===== src/rtl/serial_adder_ctrl.sv =====
// Bit-serial WIDTH-bit adder controller feeding a 1:8 demux full-adder stage, LSB first.
// Latency: done pulses WIDTH+1 edges after the accepting start edge; one add per WIDTH+2 cycles.
// Backpressure: none; start is only sampled in IDLE, ignored (not queued) while busy. Option: SIGNED_OVF_EN.
module serial_adder_ctrl #(
    parameter int WIDTH = 8
) (
    input  logic             clk,
    input  logic             rst_n,
    input  logic             start,
    input  logic [WIDTH-1:0] a,
    input  logic [WIDTH-1:0] b,
    input  logic             cin,
    output logic             busy,
    output logic             done,
    output logic [WIDTH-1:0] result,
    output logic             cout,
    output logic             ovf,
    output logic             fa_I,
    output logic [2:0]       fa_s,
    input  logic             fa_sum,
    input  logic             fa_carry
);

    localparam int CW = $clog2(WIDTH + 1);
    localparam logic [CW-1:0] LAST = CW'(WIDTH - 1);

    typedef enum logic [1:0] {
        IDLE = 2'd0,
        ADD  = 2'd1,
        DONE = 2'd2
    } state_t;

    state_t           state_q;
    state_t           state_d;
    logic [WIDTH-1:0] a_sh;
    logic [WIDTH-1:0] b_sh;
    logic [WIDTH-1:0] result_q;
    logic [CW-1:0]    cnt_q;
    logic             carry_q;
    logic             cout_q;

    always_ff @(posedge clk or negedge rst_n) begin
        if (!rst_n) begin
            state_q <= IDLE;
        end else begin
            state_q <= state_d;
        end
    end

    always_comb begin
        state_d = state_q;
        busy    = 1'b0;
        done    = 1'b0;
        fa_I    = 1'b0;
        fa_s    = 3'b000;
        case (state_q)
            IDLE: begin
                if (start) state_d = ADD;
            end
            ADD: begin
                busy = 1'b1;
                fa_I = 1'b1;
                fa_s = {a_sh[0], b_sh[0], carry_q};
                if (cnt_q == LAST) state_d = DONE;
            end
            DONE: begin
                busy    = 1'b1;
                done    = 1'b1;
                state_d = IDLE;
            end
            default: state_d = IDLE;
        endcase
    end

    // Datapath: operands shift out LSB first, returned sum bits shift in from the top.
    always_ff @(posedge clk or negedge rst_n) begin
        if (!rst_n) begin
            a_sh     <= '0;
            b_sh     <= '0;
            result_q <= '0;
            cnt_q    <= '0;
            carry_q  <= 1'b0;
            cout_q   <= 1'b0;
        end else if (state_q == IDLE && start) begin
            a_sh     <= a;
            b_sh     <= b;
            carry_q  <= cin;
            cnt_q    <= '0;
            result_q <= '0;
            cout_q   <= 1'b0;
        end else if (state_q == ADD) begin
            result_q <= {fa_sum, result_q[WIDTH-1:1]};
            carry_q  <= fa_carry;
            a_sh     <= {1'b0, a_sh[WIDTH-1:1]};
            b_sh     <= {1'b0, b_sh[WIDTH-1:1]};
            cnt_q    <= cnt_q + CW'(1);
            if (cnt_q == LAST) cout_q <= fa_carry;
        end
    end

`ifdef SIGNED_OVF_EN
    logic ovf_q;

    // Carry into the MSB (carry_q) differing from carry out of it flags signed overflow.
    always_ff @(posedge clk or negedge rst_n) begin
        if (!rst_n) begin
            ovf_q <= 1'b0;
        end else if (state_q == IDLE && start) begin
            ovf_q <= 1'b0;
        end else if (state_q == ADD && cnt_q == LAST) begin
            ovf_q <= carry_q ^ fa_carry;
        end
    end

    assign ovf = ovf_q;
`else
    assign ovf = 1'b0;
`endif

    assign result = result_q;
    assign cout   = cout_q;

endmodule

===== config.mk =====
export PLATFORM = sky130hd
export DESIGN_NAME = serial_adder_ctrl
export DESIGN_NICKNAME = d
export VERILOG_FILES = /design/src/rtl/serial_adder_ctrl.sv
export SDC_FILE = /design/constraint.sdc
export NUM_CORES = 1
export LEC_CHECK = 0
export CAP_MARGIN = 20
export CORE_MARGIN = 4
export CORE_UTILIZATION = 48
export DETAILED_ROUTE_END_ITERATION = 10
export PLACE_DENSITY_LB_ADDON = 0.25
export REMOVE_ABC_BUFFERS = 1
export SYNTH_ARGS = -nofsm -noshare
export SYNTH_HDL_FRONTEND = slang
export SYNTH_SLANG_ARGS = --single-unit

===== constraint.sdc =====
create_clock -name clk -period 1.6 [get_ports clk]
set_input_delay 0.32 -clock clk [delete_from_list [all_inputs] [get_ports clk]]
set_output_delay 0.32 -clock clk [all_outputs]
set_load 0.005 [all_outputs]

; Word level (Yosys, flattened, before mapping)
; Index checks and enable logic that the tools add are counted.
; W data, S select, Z words.
[word_totals]
reg_bits = 32
output_inout_bits = 16
input_bits = 22
latchBits = 0
mem_bits_rw = 0
mem_bits_ro = 0
wordCells = 40
n_memories = 0
[classes]
n_lt_le_gt_ge = 0
mul = 0
n_eq_ne = 5
n_shift = 0
reduce_logical = 7
div_mod_pow = 0
n_addsub = 1
muxes = 20
bitwise_logic = 0
[ops]
columns = op, n
row1 = $mux W8, 6
row2 = $mux W1, 8
row3 = $mux W4, 2
row4 = $add A4 B1 Y4 const B, 1
row5 = $eq A4 B3 Y1 const B, 1
row6 = $mux W2, 2
row7 = $pmux W2 S2, 1
row8 = $reduce_and A2 Y1, 2
row9 = $reduce_bool A2 Y1, 2
row10 = $mux W3, 1
row11 = $eq A2 B1 Y1 const B, 1
row12 = $eq A2 B2 Y1 const B, 1
row13 = $logic_not A2 Y1, 1
row14 = $ne A2 B1 Y1 const B, 1
row15 = $ne A2 B2 Y1 const B, 1
row16 = $reduce_or A2 Y1, 1
row17 = $logic_and A1 B1 Y1, 1

; Logic depth before layout (Yosys ltp)
; Gate-level depths: netlist of run 1.
[logic_depth]
ltp_word = 4
mapped_depth = 7
mapped_depth_nobuf = 5

; Least setup slack after synthesis of run 1
; No wires, ideal clock.
[synth_timing]
path_type = reg-to-reg
startpoint = register state_q[1]
endpoint = register cout_q, in the netlist cout
period_less_slack_ns = 1.335
required_time_ns = 1.479
t_arrival_ns = 1.214
n_path_buf = 2
path_stages_with_launch = 8
slack_ns = 0.265
setup_time_ns = 0.121
path_cell_list = dfrtp_1 inv_1 ha_1 buf_4 buf_12 nand4b_1 mux2i_1 nor2_1
[synth_between]
elab_chain_cells = 4
elab_cells_between_ends = 7
classes_between = 1 x eq/ne / 1 x mux / 5 x reduce/logical
[synth_lines]
columns = element, line
row1 = "start, declared", 33  ; state_t state_q;
row2 = "start signal, assigned", 46  ; state_q <= state_d;
row3 = $logic_not A2 Y1, 84  ; end else if (state_q == IDLE && start) begin
row4 = $logic_and A1 B1 Y1, 84
row5 = $reduce_bool A2 Y1 (no line), -
row6 = $reduce_and A2 Y1 (no line), -
row7 = "end signal, assigned", 97  ; if (cnt_q == LAST) cout_q <= fa_carry;
row8 = "end, declared", 40  ; logic cout_q;
; Several ways; a longest one is shown, not always the timed one.
; A chain may end at the register's enable or synchronous reset.

; Worst setup path in the final report of run 1
[layout_timing]
startpoint = register state_q[0]
endpoint = output fa_s[1]
[layout_between]
elab_chain_cells = 2
[layout_lines]
columns = element, line
row1 = $eq A2 B1 Y1, 56  ; case (state_q)
row2 = $mux W3, 56
row3 = "end, declared", 19  ; output logic [2:0] fa_s,
; Every way passes these cells.

==> impl_metrics.prom, run 1 <==
# TYPE chip_impl_metric gauge
chip_impl_info{name="ys_dominant_reg_cell",value="dfrtp_1"} 1
chip_impl_metric{name="clock-skew-final",unit="ns"} 0.01021
chip_impl_metric{name="power.sequential.fraction",unit=""} 0.339
chip_impl_metric{name="route.antenna.remaining_nets",unit=""} 0
chip_impl_metric{name="cts.hold.buffers_added",unit=""} 0
chip_impl_metric{name="fp.dieArea",unit="µm²"} 4206
chip_impl_metric{name="ioPinCount",unit=""} 38
chip_impl_metric{name="cts_sinks",unit=""} 32
chip_impl_metric{name="power_report.internal_total",unit="mW"} 2.629
chip_impl_info{name="failing_checks",value="negative setup slack"} 1
chip_impl_metric{name="max_clock_freq",unit="MHz"} 620.6
chip_impl_metric{name="syn2layout_area_growth",unit="%"} 41.69
chip_impl_metric{name="numCtsBuffers",unit=""} 5
chip_impl_metric{name="port_buffers",unit=""} 36
chip_impl_metric{name="power.combinational.fraction",unit=""} 0.513
chip_impl_metric{name="drt-wirelength-per-cell",unit="µm"} 13.38
chip_impl_metric{name="switching_fraction",unit=""} 0.3367
chip_impl_metric{name="ctsHtreeMaxLevel",unit=""} 2
chip_impl_metric{name="drt_pass1_iterations",unit=""} 4
chip_impl_metric{name="grt_max_degree",unit=""} 48
chip_impl_metric{name="worstRegToRegCells",unit=""} 6
chip_impl_info{name="synthDominantAreaCellType",value="dfrtp_1"} 1
chip_impl_metric{name="critPathArrivalTime",unit="ns"} 1.29
chip_impl_metric{name="detail_route.iter0.violations",unit=""} 30
chip_impl_metric{name="number_of_cells_after_detailed_placement",unit=""} 214
chip_impl_metric{name="antennaDiodeCount",unit=""} 0
chip_impl_metric{name="layoutNonFillerInstCount",unit=""} 236
chip_impl_metric{name="power_density",unit="nW/µm²"} 1803
chip_impl_metric{name="setup_violations",unit=""} 3
chip_impl_info{name="rsz0062_at_grt",value="yes"} 1
chip_impl_metric{name="setup_slack_placement",unit="ns"} -0.09741
chip_impl_metric{name="mapped_cell_area",unit="µm²"} 1551
chip_impl_metric{name="detail_route.drc_violations",unit=""} 0
chip_impl_metric{name="worstSkewPairLatency",unit="ns"} 0.33
chip_impl_metric{name="core_rows",unit=""} 20
chip_impl_metric{name="leakage",unit="nW"} 1.010
chip_impl_metric{name="ys_warn_count",unit=""} 0
chip_impl_metric{name="clk_pin_slew_worst_paths",unit="ns"} 0.10
chip_impl_metric{name="routed_wirelength",unit="µm"} 3157
chip_impl_metric{name="die_y",unit="µm"} 64.86
chip_impl_metric{name="finalHoldViolCount",unit=""} 0
chip_impl_metric{name="post-synth-top-area-fraction",unit=""} 0.5161
chip_impl_info{name="tritoncts_clock_tree",value="done"} 1
chip_impl_metric{name="timing.final.ws_setup",unit="ns"} -0.01122
chip_impl_metric{name="number_of_global_route_vias_before_repair",unit=""} 1149
chip_impl_metric{name="finish.utilization",unit=""} 0.7142
chip_impl_metric{name="core",unit="µm²"} 3078
chip_impl_metric{name="grt-ovfl-total",unit=""} 0
chip_impl_metric{name="timing_max_transition_violations_final",unit=""} 0
chip_impl_info{name="holdCritPathClass",value="input pin to async pin"} 1
chip_impl_metric{name="netSwitchingPower",unit="mW"} 1.335
chip_impl_metric{name="clock_period_minus_final_worst_setup_slack",unit="ns"} 1.611
chip_impl_metric{name="rrSetupSlack",unit="ns"} 0.06
chip_impl_metric{name="asyncSetResetFlopFracSynth",unit=""} 1.000
chip_impl_info{name="cts-root-buf",value="clkbuf_4"} 1
chip_impl_metric{name="share_of_post_route_cells_with_drive_strength_above_1",unit=""} 0.2188
chip_impl_metric{name="die_w",unit="µm"} 64.86
chip_impl_metric{name="crit_path_max_fanout",unit=""} 4
chip_impl_metric{name="syn-mean-instance-area",unit="µm²"} 11.08
chip_impl_metric{name="final_net_count",unit=""} 219
chip_impl_metric{name="cp_data_required_time",unit="ns"} 1.28
chip_impl_metric{name="synth_seq_cells",unit=""} 32
chip_impl_metric{name="antenna_found_initial",unit=""} 0
chip_impl_metric{name="gr_usage_total",unit=""} 0.1637
chip_impl_info{name="synth.area.top_cells",value="dfrtp_1, mux2i_1, o21ai_1"} 1
chip_impl_info{name="run_status",value="complete, but fails checks"} 1
chip_impl_info{name="category_of_the_worst_setup_path_launch_point",value="flip-flop"} 1
chip_impl_metric{name="gp_routability_congestion",unit=""} 0.6738
chip_impl_metric{name="start_util",unit=""} 0.5041
chip_impl_info{name="startpoint",value="state_q[0]$_DFFE_PN0P_"} 1
chip_impl_metric{name="peakVddDrop",unit="V"} 0.0009573
chip_impl_metric{name="postSynthCellCount",unit=""} 140
chip_impl_metric{name="global_route_wire_length_before_repair",unit="µm"} 5223
chip_impl_metric{name="clk_path_buf_depth",unit=""} 2
chip_impl_info{name="timing.critical_path.to",value="fa_s[1]"} 1
chip_impl_info{name="worstSetupPathType",value="flip-flop to output port"} 1
chip_impl_metric{name="synth_edf_count",unit=""} 0
chip_impl_metric{name="post_detail_place_hpwl",unit="µm"} 1947
chip_impl_metric{name="final_min_period_over_clock_period",unit=""} 1.007
chip_impl_metric{name="average_via_count_per_standard_cell",unit=""} 4.907
chip_impl_metric{name="detailroute.via_count",unit=""} 1158
chip_impl_metric{name="clkPwrFrac",unit=""} 0.148
chip_impl_info{name="crit-reg2reg-capture",value="state_q[1]$_DFFE_PN0P_"} 1
chip_impl_info{name="commonest_cells_after_routing_fill_and_taps_aside",value="dfrtp_1, clkdlybuf4s50_1, mux2i_1"} 1
chip_impl_info{name="worstReg2RegStart",value="state_q[0]$_DFFE_PN0P_"} 1
chip_impl_metric{name="timing.max_cap.violations",unit=""} 0
chip_impl_metric{name="seq_area_frac_synth",unit=""} 0.5161
chip_impl_metric{name="synth_cell_type_count",unit=""} 23
chip_impl_info{name="layout_commonest_cell",value="dfrtp_1"} 1
chip_impl_info{name="end_kind",value="output port"} 1
-- sequential cells by signal, indices dropped and copies added, names as in the netlist --
signal,flops
cout,1
result,8
state_q,2
a_sh,8
cnt_q,4
b_sh,8
carry_q,1
-- metal layers --
metal  vias to the layer above  global-route usage  share of wire
li1                        566                   -              -
met1                       554              0.1946           0.40
met2                        32              0.2695           0.52
met3                         6             0.06412          0.060
met4                         0             0.05541          0.013
met5                         -                   0              0
-- cell type report --
cell class / instances / area [µm²]
repair buffers: 54 / 543.0
multi-input cells: 96 / 709.4
clock buffers: 6 / 41.29
clock inverters: 2 / 35.03
flip-flops and latches: 32 / 802.0
inverters: 2 / 12.51
fillers: 240 / 879.6
well taps: 44 / 55.05
-- worst min path at each step --
stage / cells past startpoint / end
3_5_place_dp: 2 / result[0]$_DFFE_PN0P_
2_1_floorplan: 0 / a_sh[0]$_DFFE_PN0P_
3_3_place_gp: 2 / result[0]$_DFFE_PN0P_
5_1_grt: 2 / b_sh[0]$_DFFE_PN0P_
4_1_cts: 2 / b_sh[0]$_DFFE_PN0P_
6_report: 2 / b_sh[0]$_DFFE_PN0P_
-- synth_stat cells (2+ instances only) --
cell,number
nor2_1,13
buf_6,2
xor2_1,2
and2_1,4
nand2_1,18
dfrtp_1,32
mux2_1,2
nand2b_1,2
ha_1,6
buf_4,5
mux2i_1,25
inv_1,2
o21ai_1,17
-- critical path, cell delays in order (launching register included) --
cell	delay (ns)
dfrtp_2	0.43
buf_6	0.12
ha_4	0.16
and2_4	0.14
buf_6	0.11
-- what timing repair did --
| action | CTS | global route |
|---|---|---|
| gates resized for setup | 44 | 5 |
| cloned | 0 | 0 |
| endpoints found under the setup margin | 6 | 9 |
| pin swaps | 3 | 2 |
| setup buffers | 8 | 6 |
-- per-stage QoR --
step,setup TNS (ns),area [µm²],hold slack (ns),power (mW)
finish,-0.02600,2198,0.3898,3.963
global route,-0.2989,2198,0.4045,4.275
CTS,-0.01925,2131,0.3856,3.797
detailed placement,-0.2636,1936,0.5183,2.931
global placement,-0.03436,1936,0.5038,2.849
floorplan,-12.74,1463,0.02441,2.300
-- power by group through the flow --
stage / clock, mW / sequential (mW) / combinational, mW
finish: 0.587 / 1.34 / 2.03
global route: 0.641 / 1.39 / 2.24
CTS: 0.606 / 1.34 / 1.85
detailed placement: 0 / 1.35 / 1.58
global placement: 0 / 1.33 / 1.52
floorplan: 0 / 1.31 / 0.990
-- cells by family after synthesis --
group | share of synthesized area
and+or+nand+nor | 0.1177
DFF | 0.5161
muxes | 0.1758
AOI/OAI and AO/OA | 0.06048
buffers and inverters | 0.06210
adders and majority gates | 0.04839
xor gates and xnor gates | 0.01694
other | 0.002417
Note: power is estimated with default switching activity, not from simulation.
==> inputs of run 2 (changes only) <==
Settings changed: SLEW_MARGIN set to 30.
==> results of run 2 <==
Same layout as run 1: the final DEF is identical, and so are final timing and power.
